## config.mk

```make
export PLATFORM = sky130hd
export DESIGN_NAME = lector_registro
export DESIGN_NICKNAME = d
export VERILOG_FILES = /design/src/rtl/lector_registro_pkg.sv /design/src/rtl/lector_registro_ctrl_punteros.sv /design/src/rtl/lector_registro.sv
export SDC_FILE = /design/constraint.sdc
export NUM_CORES = 1
export LEC_CHECK = 0
export CORE_ASPECT_RATIO = 1.5
export CORE_UTILIZATION = 50
export CTS_CLUSTER_DIAMETER = 150
export CTS_CLUSTER_SIZE = 24
export DETAILED_ROUTE_END_ITERATION = 6
export HOLD_SLACK_MARGIN = 0.1
export PLACE_DENSITY = 0.71
export SLEW_MARGIN = 25
export SYNTH_ARGS = -nofsm -noshare
export SYNTH_HDL_FRONTEND = slang
export SYNTH_SLANG_ARGS = --single-unit
```

## constraint.sdc

```tcl
create_clock -name clk_i -period 2.9 [get_ports clk_i]
set_input_delay 0.29 -clock clk_i [delete_from_list [all_inputs] [get_ports clk_i]]
set_output_delay 0.29 -clock clk_i [all_outputs]
set_load 0.03 [all_outputs]
```

## src/rtl/lector_registro_pkg.sv

```systemverilog
// Shared types and helpers for the push-register read-side queue.
package lector_pkg;

  typedef enum logic [1:0] {
    VACIO   = 2'd0,
    PARCIAL = 2'd1,
    LLENO   = 2'd2
  } estado_t;

  // Circular increment that wraps by compare, so DEPTH need not be a power of two.
  function automatic logic [31:0] next_ptr(input logic [31:0] ptr, input logic [31:0] depth);
    return (ptr == depth - 32'd1) ? '0 : ptr + 32'd1;
  endfunction

endpackage

```

## src/rtl/lector_registro_ctrl_punteros.sv

```systemverilog
// Pointer, occupancy and protocol-flag control for the lector_registro queue.
module ctrl_punteros
  import lector_pkg::*;
#(
  parameter int DEPTH = 4,
  parameter int PW    = $clog2(DEPTH),
  parameter int CW    = $clog2(DEPTH + 1)
) (
  input  logic          clk_i,
  input  logic          rst_i,
  input  logic          push_i,
  input  logic          pop_i,
  output logic          push_ok_o,
  output logic [PW-1:0] wr_ptr_o,
  output logic [PW-1:0] rd_ptr_o,
  output logic [CW-1:0] count_o,
  output logic          empty_o,
  output logic          full_o,
  output logic          overflow_o,
  output logic          underflow_o
);

  estado_t       r_estado, w_estado_sig;
  logic [PW-1:0] r_wr_ptr, r_rd_ptr;
  logic [CW-1:0] r_count, w_count_sig;
  logic          r_ovf, r_udf;
  logic          w_empty, w_full, w_push_ok, w_pop_ok;

  assign w_empty   = (r_count == '0);
  assign w_full    = (r_count == CW'(DEPTH));
  assign w_push_ok = push_i && (!w_full || pop_i);
  assign w_pop_ok  = pop_i && !w_empty;

  always_comb begin
    w_count_sig  = r_count;
    w_estado_sig = r_estado;
    if (w_push_ok && !w_pop_ok)      w_count_sig = r_count + CW'(1);
    else if (w_pop_ok && !w_push_ok) w_count_sig = r_count - CW'(1);

    case (r_estado)
      VACIO:   if (w_push_ok) w_estado_sig = PARCIAL;
      PARCIAL: begin
        if (w_push_ok && !w_pop_ok && r_count == CW'(DEPTH - 1))
          w_estado_sig = LLENO;
        else if (w_pop_ok && !w_push_ok && r_count == CW'(1))
          w_estado_sig = VACIO;
      end
      LLENO:   if (w_pop_ok && !w_push_ok) w_estado_sig = PARCIAL;
      default: w_estado_sig = VACIO;
    endcase
  end

  always_ff @(posedge clk_i) begin
    if (!rst_i) begin
      r_estado <= VACIO;
      r_wr_ptr <= '0;
      r_rd_ptr <= '0;
      r_count  <= '0;
      r_ovf    <= 1'b0;
      r_udf    <= 1'b0;
    end else begin
      r_estado <= w_estado_sig;
      r_count  <= w_count_sig;
      if (w_push_ok) r_wr_ptr <= PW'(next_ptr(32'(r_wr_ptr), 32'(DEPTH)));
      if (w_pop_ok)  r_rd_ptr <= PW'(next_ptr(32'(r_rd_ptr), 32'(DEPTH)));
      if (push_i && w_full && !pop_i) r_ovf <= 1'b1;
      if (pop_i && w_empty)           r_udf <= 1'b1;
    end
  end

  assign push_ok_o   = w_push_ok;
  assign wr_ptr_o    = r_wr_ptr;
  assign rd_ptr_o    = r_rd_ptr;
  assign count_o     = r_count;
  assign empty_o     = w_empty;
  assign full_o      = w_full;
  assign overflow_o  = r_ovf;
  assign underflow_o = r_udf;

endmodule

```

## src/rtl/lector_registro.sv

```systemverilog
// Read side of the push-register interface: DEPTH-entry circular queue with fall-through head.
module lector_registro
  import lector_pkg::*;
#(
  parameter int N     = 32,
  parameter int DEPTH = 4
) (
  input  logic                       clk_i,
  input  logic                       rst_i,
  input  logic                       push_i,
  input  logic [N-1:0]               data_i,
  input  logic                       pop_i,
  output logic [N-1:0]               data_o,
  output logic                       valid_o,
  output logic                       empty_o,
  output logic                       full_o,
  output logic [$clog2(DEPTH+1)-1:0] count_o,
  output logic                       overflow_o,
  output logic                       underflow_o
);

  localparam int PW = $clog2(DEPTH);
  localparam int CW = $clog2(DEPTH + 1);

  logic [N-1:0]  r_mem [DEPTH];
  logic          w_push_ok, w_empty;
  logic [PW-1:0] w_wr_ptr, w_rd_ptr;

  ctrl_punteros #(
    .DEPTH (DEPTH),
    .PW    (PW),
    .CW    (CW)
  ) u_ctrl (
    .clk_i       (clk_i),
    .rst_i       (rst_i),
    .push_i      (push_i),
    .pop_i       (pop_i),
    .push_ok_o   (w_push_ok),
    .wr_ptr_o    (w_wr_ptr),
    .rd_ptr_o    (w_rd_ptr),
    .count_o     (count_o),
    .empty_o     (w_empty),
    .full_o      (full_o),
    .overflow_o  (overflow_o),
    .underflow_o (underflow_o)
  );

  // Storage is deliberately left out of reset; stale entries are never visible.
  always_ff @(posedge clk_i) begin
    if (w_push_ok) r_mem[w_wr_ptr] <= data_i;
  end

  assign data_o  = w_empty ? '0 : r_mem[w_rd_ptr];
  assign empty_o = w_empty;
  assign valid_o = !w_empty;

endmodule

```

==> flow_summary.ini, run 1 <==
[worst_setup_path]
critPathBufInv = 2
worstSetupPathType = flop to output pin
cp_data_required_time_ns = 2.61
max_stage_delay_ns = 0.70
endpoint_kind = output pin
startpoint_type = flop
crit_chain = buf_4 > mux4_2 > nor2b_1 > clkdlybuf4s50_1
path_max_fanout = 12
cpLargestDelayFamily = buffers and inverters
cp_slowest_cell = clkdlybuf4s50_1
cp_data_arrival_time_ns = 2.29

[clock_tree]
clockBufferDepth = 2
clock-root-buffer = clkbuf_16
cts_tree = yes
cts_resized = 0
cts_made_buffers = 17
clock-sinks = 139
htree_levels = 4
hold_buffers = 0
insertion_delay_ns = 0.40
cts_setup_buffers = 0
path_clk_slew_ns = 0.05

[grt]
grt_pass1_vias = 2868
antenna_found_initial = 0
grt_overflow = 0
grt_usage_pct = 18.91
grt_pass1_wl_um = 15000
grt_max_degree = 36

[sta]
setup_viol = 0
max_freq_mhz = 387.0
slew_violations = 0
slew_headroom_pct = 73.06
hold_viol_final = 0
rsz0062_at_grt = no
fin_crit_ns = 2.584
skew_ns = 0.005036
fin_crit_sh_pct = 89.10
worstMarginPinSlew_ns = 0.4028
tns_ns = 0

[placement]
dpl-instance-area_mm2 = 0.006440
port-buffer-count = 75
dp_hpwl_um = 5913
dp_cells = 478
gp_congestion = 0.6992

[floorplanning]
ios = 76
rows = 46
die_h_um = 129.9
core_area_mm2 = 0.01059
fp.dieArea_mm2 = 0.01133
die_w_um = 87.24
start_util_pct = 51.45

[final_layout]
layout.nets = 396
antenna_cells = 0
instances_no_fill = 509
syn2layout_area_growth_pct = 29.25
nFillCells = 744
drive_gt1_share_pct = 22.74
postLayoutCellArea_mm2 = 0.007043

[yosys]
yosys_warnings = 0
synth_top_area_cell = edfxtp_1
synth.lib_cells_used.distinct = 28
synth_top_area_share_pct = 70.54
syn-instance-count = 260
syn_avg_cell_area_um2 = 20.96
yosys_register_bits = 139
synth_fp_nets = 303
yosysSeqAreaShare_pct = 74.58
syn-cell-area_mm2 = 0.005449
synthTopCellsByArea = edfxtp_1 (71%), mux4_2 (13%), dfxtp_1 (4.0%)

[route]
drtAntennaViolNets = 0
routed_wl_um = 9410
drc = 0
drt_pass1_iterations = 4
vias_per_cell = 5.222
vias = 2658
drt-initial-drc-count = 161
wl_per_cell_um = 18.49

[run]
maxCapViolations = 0

[pwr]
p_leak_nw = 2.322
ir_worst_vdd_uv = 580.7
p_per_area_mw_per_mm2 = 1031
design_power_total_w = 0.007260

[outcome]
outcome = finished, final reports clean

[hold_path]
hold_class = flop to flop
-- cell usage after synthesis --
| library cell | number |
|---|---|
| edfxtp_1 | 128 |
| mux4_2 | 32 |
| nor2b_1 | 32 |
| dfxtp_1 | 11 |
| ha_1 | 6 |
| nand2_1 | 6 |
| and2_1 | 5 |
| buf_2 | 5 |
| inv_1 | 5 |
| buf_12 | 3 |
| mux2i_1 | 3 |
| nor2b_4 | 3 |
| o21ai_0 | 3 |
| clkbuf_1 | 2 |
| nand3_1 | 2 |
| nor2_1 | 2 |
| a21boi_0 | 1 |
| a21boi_2 | 1 |
| a21oi_1 | 1 |
| a31oi_1 | 1 |
| buf_6 | 1 |
| fa_1 | 1 |
| nor3_2 | 1 |
| nor3b_2 | 1 |
| o31ai_2 | 1 |
| or3_1 | 1 |
| xnor2_1 | 1 |
| xor2_1 | 1 |
-- per-layer routing --
layer  global-route usage, %  share of wire, %  up-vias
li1                        -                 -     1217
met1                   20.02                37     1369
met2                   34.92                58       60
met3                   5.756               3.2       12
met4                   7.232               1.8        0
met5                       0                 0        -
-- final cells by class --
type,count,area (µm²),area share [%]
inverter,5,18.77,0.2665
sequential,139,4066,57.74
timing repair buffer,85,900.9,12.79
multi-input combinational,105,1274,18.08
clock buffer,17,425.4,6.040
clock inverter,14,177.7,2.523
tap,144,180.2,2.558
-- path summary, 6_finish.rpt --
kind	startpoint	endpoint	slack, ns	cells past startpoint
max	flop	data_o[9]	0.32	4
min	u_ctrl.overflow_o$_SDFFE_PN0P_	u_ctrl.overflow_o$_SDFFE_PN0P_	0.50	2
max reg2reg	u_ctrl.count_o[0]$_SDFFE_PN0P_	u_ctrl.count_o[2]$_SDFFE_PN0P_	0.58	7
min reg2reg	u_ctrl.overflow_o$_SDFFE_PN0P_	u_ctrl.overflow_o$_SDFFE_PN0P_	0.50	2
-- placed cells by master, fill, tap and decap left out, drive strengths merged, types with 6 or more instances in the layout --
master           n
clkinv           6
inv              6
nor2b           35
mux4            32
dfxtp           11
nand2            6
clkdlybuf4s50   75
edfxtp         128
buf             10
clkbuf          17
ha               6
-- kinds of logic (layout without fill, tap and decap cells) --
family	count (synthesis)	after routing	synth area share (%)
DFF	139	139	74.58
and+or+nand+nor	53	53	6.269
muxes	35	35	13.78
buffers and inverters	16	121	2.250
AOI/OAI and AO/OA	8	8	1.056
adders and majority gates	7	7	1.745
xor gates and xnor gates	2	2	0.3215
-- worst min-delay path: stages, from the launching register on --
cell     delay (ns)
dfxtp_1        0.33
a31oi_1        0.04
nor2b_1        0.09
-- per-stage QoR --
| step | util (%) | hold WS (ns) | worst slack [ns] |
|---|---|---|---|
| 2_1_floorplan | - | 0.3889 | 0.4370 |
| 3_3_place_gp | 60.81 | 0.4767 | 0.5776 |
| 3_5_place_dp | 60.81 | 0.4969 | 0.4145 |
| 4_1_cts | 66.51 | 0.5068 | 0.2644 |
| 5_1_grt | 66.51 | 0.5181 | 0.1849 |
| 6_report | 66.51 | 0.5034 | 0.3160 |
-- flip-flops by register name, indices dropped and copies added, names as in the netlist, named ones only --
signal,cells
r_mem,128
u_ctrl.count_o,3
u_ctrl.rd_ptr_o,2
u_ctrl.wr_ptr_o,2
u_ctrl.overflow_o,1
u_ctrl.underflow_o,1
-- report_power, final --
group	switching [W]	internal [W]	total [W]
clock	0.000758	0.00142	0.00218
combinational	0.00140	0.00118	0.00258
sequential	0.000108	0.00240	0.00251
total	0.00226	0.00500	0.00726
No activity file was read; power rests on OpenSTA's default activity.
==> run 2, diff against run 1 <==
--- a/config.mk
+++ b/config.mk
@@ -7,7 +7,7 @@
 export LEC_CHECK = 0
 export CORE_ASPECT_RATIO = 1.5
 export CORE_UTILIZATION = 50
-export CTS_CLUSTER_DIAMETER = 150
+export CTS_CLUSTER_DIAMETER = 50
 export CTS_CLUSTER_SIZE = 24
 export DETAILED_ROUTE_END_ITERATION = 6
 export HOLD_SLACK_MARGIN = 0.1
==> results of run 2 <==
Same layout as run 1: the final DEF is identical, and so are final timing and power.
